### src/rtl/mau_pkg.sv
// Shared types and helpers for the memory address unit.
package mau_pkg;

    typedef enum logic {
        IDLE  = 1'b0,
        BURST = 1'b1
    } mau_state_e;

    // One extra bit holds the carry/borrow of an address step.
    localparam int CMP_EXTRA = 1;

    function automatic int cmp_width(input int addr_w);
        return addr_w + CMP_EXTRA;
    endfunction

endpackage

### src/rtl/mau_step.sv
// Combinational next-address and wrap-flag computation for one +/-STRIDE step.
module mau_step
    import mau_pkg::*;
#(
    parameter int ADDR_W  = 8,
    parameter int STRIDE  = 1,
    parameter int WRAP_EN = 1
) (
    input  logic [ADDR_W-1:0] addr_i,
    input  logic              dec_i,
    input  logic [ADDR_W-1:0] lo_i,
    input  logic [ADDR_W-1:0] hi_i,
    output logic [ADDR_W-1:0] next_o,
    output logic              wrap_o
);

    localparam int            CW       = cmp_width(ADDR_W);
    localparam logic [CW-1:0] STRIDE_X = CW'(STRIDE);
    localparam logic          WIN_CFG  = (WRAP_EN != 0);

    logic [CW-1:0] sum, diff, lo_x, hi_x;
    logic          win_en;

    assign sum    = {1'b0, addr_i} + STRIDE_X;
    assign diff   = {1'b0, addr_i} - STRIDE_X;
    assign lo_x   = {1'b0, lo_i};
    assign hi_x   = {1'b0, hi_i};
    // An inverted window (lo > hi) falls back to natural modulo wrap.
    assign win_en = WIN_CFG && (lo_i <= hi_i);

    always_comb begin
        next_o = sum[ADDR_W-1:0];
        wrap_o = 1'b0;
        if (!dec_i) begin
            if (win_en) begin
                if (sum > hi_x) begin
                    next_o = lo_i;
                    wrap_o = 1'b1;
                end else begin
                    next_o = sum[ADDR_W-1:0];
                end
            end else begin
                next_o = sum[ADDR_W-1:0];
                wrap_o = sum[ADDR_W];
            end
        end else begin
            if (win_en) begin
                if ($signed(diff) < $signed(lo_x)) begin
                    next_o = hi_i;
                    wrap_o = 1'b1;
                end else begin
                    next_o = diff[ADDR_W-1:0];
                end
            end else begin
                next_o = diff[ADDR_W-1:0];
                wrap_o = diff[ADDR_W];
            end
        end
    end

endmodule

### src/rtl/memory_address_unit.sv
// Memory address register with load, single step, self-timed bursts and window wrap.
module memory_address_unit
    import mau_pkg::*;
#(
    parameter int ADDR_W  = 8,
    parameter int STRIDE  = 1,
    parameter int LEN_W   = 4,
    parameter int WRAP_EN = 1
) (
    input  logic              MAU_clk,
    input  logic              MAU_rst,
    input  logic [ADDR_W-1:0] MAU_in,
    input  logic              MAU_wr_en,
    input  logic              MAU_inc_en,
    input  logic              MAU_dec_en,
    input  logic              MAU_burst_start,
    input  logic [LEN_W-1:0]  MAU_burst_len,
    input  logic [ADDR_W-1:0] MAU_win_lo,
    input  logic [ADDR_W-1:0] MAU_win_hi,
    output logic [ADDR_W-1:0] MAU_out,
    output logic              MAU_busy,
    output logic              MAU_done,
    output logic              MAU_wrap
);

    mau_state_e        state_q;
    logic [ADDR_W-1:0] addr_q;
    logic [LEN_W-1:0]  rem_q;
    logic              done_q, wrap_q;

    logic [ADDR_W-1:0] step_next;
    logic              step_wrap, step_dec;

    // Bursts always count up; a lone dec_en only matters in IDLE.
    assign step_dec = (state_q == IDLE) && !MAU_inc_en && MAU_dec_en;

    mau_step #(
        .ADDR_W (ADDR_W),
        .STRIDE (STRIDE),
        .WRAP_EN(WRAP_EN)
    ) u_step (
        .addr_i(addr_q),
        .dec_i (step_dec),
        .lo_i  (MAU_win_lo),
        .hi_i  (MAU_win_hi),
        .next_o(step_next),
        .wrap_o(step_wrap)
    );

    always_ff @(posedge MAU_clk) begin
        if (MAU_rst) begin
            state_q <= IDLE;
            addr_q  <= '0;
            rem_q   <= '0;
            done_q  <= 1'b0;
            wrap_q  <= 1'b0;
        end else if (MAU_wr_en) begin
            state_q <= IDLE;
            addr_q  <= MAU_in;
            rem_q   <= '0;
            done_q  <= 1'b0;
            wrap_q  <= 1'b0;
        end else begin
            done_q <= 1'b0;
            wrap_q <= 1'b0;
            case (state_q)
                IDLE: begin
                    if (MAU_burst_start && (MAU_burst_len != '0)) begin
                        state_q <= BURST;
                        rem_q   <= MAU_burst_len;
                    end else if (MAU_inc_en || MAU_dec_en) begin
                        addr_q <= step_next;
                        wrap_q <= step_wrap;
                    end
                end
                BURST: begin
                    addr_q <= step_next;
                    wrap_q <= step_wrap;
                    rem_q  <= rem_q - LEN_W'(1);
                    if (rem_q == LEN_W'(1)) begin
                        state_q <= IDLE;
                        done_q  <= 1'b1;
                    end
                end
                default: state_q <= IDLE;
            endcase
        end
    end

    assign MAU_out  = addr_q;
    assign MAU_busy = (state_q == BURST);
    assign MAU_done = done_q;
    assign MAU_wrap = wrap_q;

endmodule

### config.mk
export PLATFORM = sky130hd
export DESIGN_NAME = memory_address_unit
export DESIGN_NICKNAME = d
export VERILOG_FILES = /design/src/rtl/mau_pkg.sv /design/src/rtl/mau_step.sv /design/src/rtl/memory_address_unit.sv
export SDC_FILE = /design/constraint.sdc
export NUM_CORES = 1
export LEC_CHECK = 0
export CELL_PAD_IN_SITES_DETAIL_PLACEMENT = 0
export CELL_PAD_IN_SITES_GLOBAL_PLACEMENT = 1
export CORE_ASPECT_RATIO = 0.9
export CORE_UTILIZATION = 38
export DETAILED_ROUTE_END_ITERATION = 7
export GPL_TIMING_DRIVEN = 1
export PLACE_DENSITY_LB_ADDON = 0.1
export SYNTH_ARGS = -nofsm -noshare
export SYNTH_HDL_FRONTEND = slang
export SYNTH_SLANG_ARGS = --single-unit
### constraint.sdc
create_clock -name MAU_clk -period 3.8 [get_ports MAU_clk]
set_input_delay 0.76 -clock MAU_clk [delete_from_list [all_inputs] [get_ports MAU_clk]]
set_output_delay 0.76 -clock MAU_clk [all_outputs]
set_load 0.005 [all_outputs]
==> results.yml, run 1 <==
floorplanning:
  die_w_um: 78.4
  coreArea_mm2: 0.00495
  start_util_pct: 40.3
  ios: 45
  fp.dieArea_mm2: 0.00555
  dieHeight_um: 70.8
  row_count: 24
yosys:
  synth-seq-cells: 15
  synth.top_cell.area_share_pct: 16.9
  synthTopCellsByArea: "ha_1 (17%), dfxtp_1 (15%), inv_1 (5.3%), a221oi_2 (4.5%), nand2_1 (4.1%)"
  synth_top_area_cell: "ha_1"
  yosys_warnings: 0
  synth.most_common_cell: "inv_1"
  yosysSeqAreaShare_pct: 15.0
  synth_edf_count: 0
  synth_commonest_cells: "inv_1 (28), ha_1 (27), nand2_1 (22), nor2_1 (18), dfxtp_1 (15)"
  synthesis.area_mm2: 0.00200
  synth_nets: 307
  syn_avg_cell_area_um2: 8.11
  netlist_instances: 246
  synth.distinct_cells: 54
  synthFlopType: "dfxtp_1"
  async_flop_share_pct: 0
critical_path:
  crit_slowest_cell: "dfxtp_1"
  cp_top_family: "compound AO/OA/AOI/OAI gates"
  cp.required_ps: 3940
  path_max_fanout: 12
  worstSetupEndpointType: "flop"
  crit_chain: "inv_1, ha_1, inv_1, nor2_1, xor2_1, ha_1, a21o_1, a221o_1, a41oi_2, o22ai_2, mux2i_1, a2111oi_4, o21ai_1"
  cpPeakStageDelay_ps: 540
  arrival_ps: 3520
  start_kind: "flop"
  critical_path_buf_inv_count: 2
  critPathKind: "reg2reg"
  rr_startpoint: "MAU_out[0]"
  crit_start: "MAU_out[0]"
cells_and_area:
  layout-drive-gt1-share_pct: 10.2
  diodes: 0
  seqCellArea_um2: 300
  fin_nets: 345
  syn_to_final_growth_pct: 24.7
  multi_input_area_mm2: 0.00151
  nFillCells: 510
  final_area_mm2: 0.00249
status:
  status: "completed"
grt:
  grt_max_degree: 21
  first_global_vias: 1657
  grt_pass1_wl_um: 8630
  grt_usage_pct: 20.4
  grt.overflow.total: 0
  antenna_found_initial: 0
sta:
  post-route-period-util_pct: 88.8
  finalMaxSlewViolations: 0
  fmax_mhz: 296
  maxSlewHeadroom_pct: 64.3
  rsz0062_at_grt: "false"
  hold_viol: 0
  worst_pin_slew_ps: 535
  fin_skew_ps: 5.81
  setup_viol: 0
  fin_crit_ps: 3380
  final.setup.tns_ps: 0
clocking:
  clkTransAtPathRegs_ps: 70
  root_buffer: "clkbuf_8"
  cts_buffers: 3
  cts_resized: 0
  clock_sinks: 15
  cts_tree: "built"
  cts_setup_buffers: 0
  htree_levels: 1
  cts_max_path_buffers: 2
  clkLatencyLatePin_ps: 250
  cts_hold_buf: 0
power_and_ir_drop:
  ir_drop_uv: 150
  cellPowerDensity_mw_per_mm2: 305
  p_total_uw: 758
  leakage_uw: 0.00108
run:
  maxCapViolations: 0
place:
  gp_congestion: 0.862
  numPortBuffers: 44
  place_hpwl_um: 4470
  dpl_cell_area_mm2: 0.00244
detailed_routing:
  vias_per_cell: 5.29
  wirelength_um: 5430
  first_pass_iters: 4
  wl_per_cell_um: 15.6
  drtAntennaViolNets: 0
  drc: 0
  vias: 1841
  drtIter0Drc: 117
hold_path:
  min_from: "rem_q[2]"
  hold_path_class: "reg2reg"
## path summary, 6_finish.rpt
path	endpoint	slack, ps	cells past startpoint
setup reg to reg	MAU_out[0]	420	13
setup / recovery	MAU_out[0]	420	13
hold / removal	rem_q[2]	520	2
hold reg to reg	rem_q[2]	520	2
## layout make-up
| type | count | area share, % |
|---|---|---|
| repair buffers | 45 | 18.0 |
| clock buffers | 4 | 1.81 |
| flip-flops and latches | 15 | 12.1 |
| inverters | 28 | 4.22 |
| multi-input cells | 191 | 60.6 |
| well taps | 65 | 3.27 |
## logic make-up (layout without fill, tap and decap cells)
kind of cell             count (synthesis)  in the layout  synth area share [%]
AND/OR/NAND/NOR                         83             83                  21.4
AO/OA/AOI/OAI                           66             66                  30.5
buffers and inverters                   40             77                  9.34
adder cells (fa/ha/maj)                 27             27                  16.9
flip-flops                              15             15                  15.0
XOR/XNOR                                12             12                  5.27
multiplexers                             3              3                  1.50
## tightest hold or removal path, cell delays in order, from the launching register on
cell	delay, ps
dfxtp_1	330
a222oi_1	60
nor2_1	90
## placed cells by master (no fill, tap or decap), types with 3 or more instances in the layout
| master | count |
|---|---|
| a211oi_1 | 4 |
| a21o_1 | 3 |
| a21oi_1 | 10 |
| a221oi_2 | 6 |
| a31oi_1 | 4 |
| and2_1 | 5 |
| and3_1 | 3 |
| clkbuf_8 | 3 |
| clkdlybuf4s50_1 | 44 |
| dfxtp_1 | 15 |
| ha_1 | 27 |
| inv_1 | 28 |
| mux2i_1 | 3 |
| nand2_1 | 22 |
| nand2b_1 | 7 |
| nand3_1 | 5 |
| nand4_1 | 3 |
| nor2_1 | 18 |
| nor2b_1 | 3 |
| nor3_1 | 5 |
| o211ai_1 | 6 |
| o21ai_0 | 6 |
| o21ai_1 | 4 |
| xnor2_1 | 5 |
| xor2_1 | 7 |
## power by group
group	leakage [uW]	switching (uW)	internal, uW	total (uW)
Clock	0.0000228	61.3	74.4	136
Sequential	0.000123	30.0	171	201
Combinational	0.000929	225	197	422
Total	0.00108	316	442	758
## state kept, by name, indices dropped and copies added (netlist names)
signal / count
MAU_busy: 1
MAU_wrap: 1
MAU_out: 8
MAU_done: 1
rem_q: 4
## through the flow
step                worst slack (ps)  hold slack (ps)  cells  util, %
finish                           424              517    348     50.2
global route                     195              527    348     50.2
CTS                              410              508    348     50.2
detailed placement               327              495    344     49.3
global placement                 370              478    344     49.3
floorplan                        971              459    246        -
## layer usage
metal	track usage [%]	vias to the layer above	share of wire, %
met5	0	-	0
li1	-	968	-
met1	32.0	821	54
met2	29.1	50	40
met3	3.61	2	5.4
met4	2.47	0	0.28
(Power assumes the default switching activity.)
==> run 2, diff against run 1 <==
--- a/config.mk
+++ b/config.mk
@@ -8,8 +8,10 @@
 export CELL_PAD_IN_SITES_DETAIL_PLACEMENT = 0
 export CELL_PAD_IN_SITES_GLOBAL_PLACEMENT = 1
 export CORE_ASPECT_RATIO = 0.9
-export CORE_UTILIZATION = 38
+export CORE_UTILIZATION = 47
 export DETAILED_ROUTE_END_ITERATION = 7
+export DONT_BUFFER_PORTS = 1
+export GPL_ROUTABILITY_DRIVEN = 0
 export GPL_TIMING_DRIVEN = 1
 export PLACE_DENSITY_LB_ADDON = 0.1
 export SYNTH_ARGS = -nofsm -noshare
==> results.yml, run 2 (synthesized netlist as in run 1, its figures left out) <==
status:
  status: "finished with violations"
  violations: "DRC"
clocking:
  cts_tree: "built"
  cts_buffers: 3
  cts_setup_buffers: 0
  cts_resized: 0
  clkLatencyLatePin_ps: 250
  clkTransAtPathRegs_ps: 70
  cts_hold_buf: 0
  cts_max_path_buffers: 2
  root_buffer: "clkbuf_8"
  clock_sinks: 15
  htree_levels: 1
sta:
  fin_crit_ps: 3430
  final.setup.tns_ps: 0
  rsz0062_at_grt: "false"
  worst_pin_slew_ps: 536
  finalMaxSlewViolations: 0
  hold_viol: 0
  fmax_mhz: 291
  maxSlewHeadroom_pct: 63.9
  post-route-period-util_pct: 90.3
  fin_skew_ps: 4.66
  setup_viol: 0
cells_and_area:
  seqCellArea_um2: 300
  largest_reg_flops: 8
  syn_to_final_growth_pct: 1.25
  layout-drive-gt1-share_pct: 12.2
  nFillCells: 424
  multi_input_area_mm2: 0.00151
  fin_nets: 300
  final_area_mm2: 0.00202
  diodes: 0
  mostFrequentLayoutCells: "inv_1 (28), ha_1 (27), nand2_1 (22)"
  final_common_cell: "inv_1"
critical_path:
  start_kind: "flop"
  cp.required_ps: 3940
  rr_startpoint: "MAU_out[0]"
  r2r_slack_ps: 370
  worstSetupEndpointType: "flop"
  ff2ff_path_depth: 13
  arrival_ps: 3570
  path_max_fanout: 12
  critPathKind: "reg2reg"
  r2r-end: "MAU_out[0]"
hold_path:
  holdPathEnd: "rem_q[0]"
  hold_path_class: "reg2reg"
  min_from: "rem_q[0]"
  whs_path_depth: 1
detailed_routing:
  drc: 4
  drtAntennaViolNets: 0
  wirelength_um: 5500
  first_pass_iters: 6
  vias_per_cell: 6.25
  drtIter0Drc: 114
  vias: 1788
  wl_per_cell_um: 19.2
floorplanning:
  start_util_pct: 49.0
  die_w_um: 70.7
  row_count: 22
  dieHeight_um: 63.8
  ios: 45
  fp.dieArea_mm2: 0.00451
  coreArea_mm2: 0.00407
grt:
  grt_pass1_wl_um: 8980
  first_global_vias: 1770
  grt_usage_pct: 25.5
  grt_max_degree: 22
  grt.overflow.total: 0
  antenna_found_initial: 0
power_and_ir_drop:
  cellPowerDensity_mw_per_mm2: 343
  ir_drop_uv: 131
  leakage_uw: 0.000905
place:
  place_hpwl_um: 4520
  dpl_cell_area_mm2: 0.00197
  numPortBuffers: 0
run:
  maxCapViolations: 0
[run 2: changes by cell type in the layout (fill, tap and decap cells not counted), sizes merged]
| cell | change |
|---|---|
| buf | -1 |
| clkbuf | -1 |
| clkdlybuf4s50 | -44 |
| clkinv | +1 |
[run 2: worst max-delay path, stage by stage, from the launching register on]
cell       delay [ps]
dfxtp_1           610
inv_1             160
ha_1              280
inv_1              80
nor2_1             60
xor2_1            210
ha_1              280
a21o_1            160
a221o_1           350
a41oi_2           210
o22ai_2           240
mux2i_1           230
a2111oi_4         350
o21ai_1           100
[run 2: metrics by stage]
stage | hold slack (ps) | setup WS, ps | cells | total power (uW) | utilization [%]
5_1_grt | 547 | 201 | 286 | 742 | 49.6
6_report | 519 | 368 | 286 | 693 | 49.6
2_1_floorplan | 459 | 971 | 246 | 500 | -
3_3_place_gp | 476 | 624 | 282 | 546 | 48.5
4_1_cts | 510 | 416 | 286 | 688 | 49.6
3_5_place_dp | 490 | 433 | 282 | 555 | 48.5
[run 2: worst max-delay path by stage]
stage | end | cells after the start | startpoint | slack [ps]
6_report | MAU_out[0] | 13 | MAU_out[0] | 370
3_5_place_dp | MAU_out[0] | 13 | MAU_out[0] | 430
5_1_grt | MAU_out[0] | 13 | MAU_out[0] | 200
2_1_floorplan | MAU_out[0] | 13 | MAU_out[0] | 970
4_1_cts | MAU_out[0] | 13 | MAU_out[0] | 420
3_3_place_gp | MAU_out[0] | 13 | MAU_out[0] | 620
[run 2: power by group]
group | total (uW) | internal (uW) | switching [uW]
registers | 205 | 171 | 34.1
clock network | 134 | 72.8 | 61.5
logic | 354 | 152 | 202
[run 2: layout make-up]
cell class                      instances  share of cell area, %
Multi-Input combinational cell        191                   74.7
Clock buffer                            3                   2.04
Inverter                               28                   5.20
Tap cell                               48                   2.97
Clock inverter                          1                  0.248
Sequential cell                        15                   14.9
[run 2: layer usage]
layer / global-route usage (%) / share of wire (%) / routed length [um] / vias to the layer above
li1: - / - / - / 878
met1: 35.7 / 47 / 2570 / 832
met2: 40.3 / 44 / 2430 / 72
met3: 5.99 / 7.9 / 434 / 6
met4: 4.25 / 1.1 / 61 / 0
met5: 0 / 0 / 0 / -
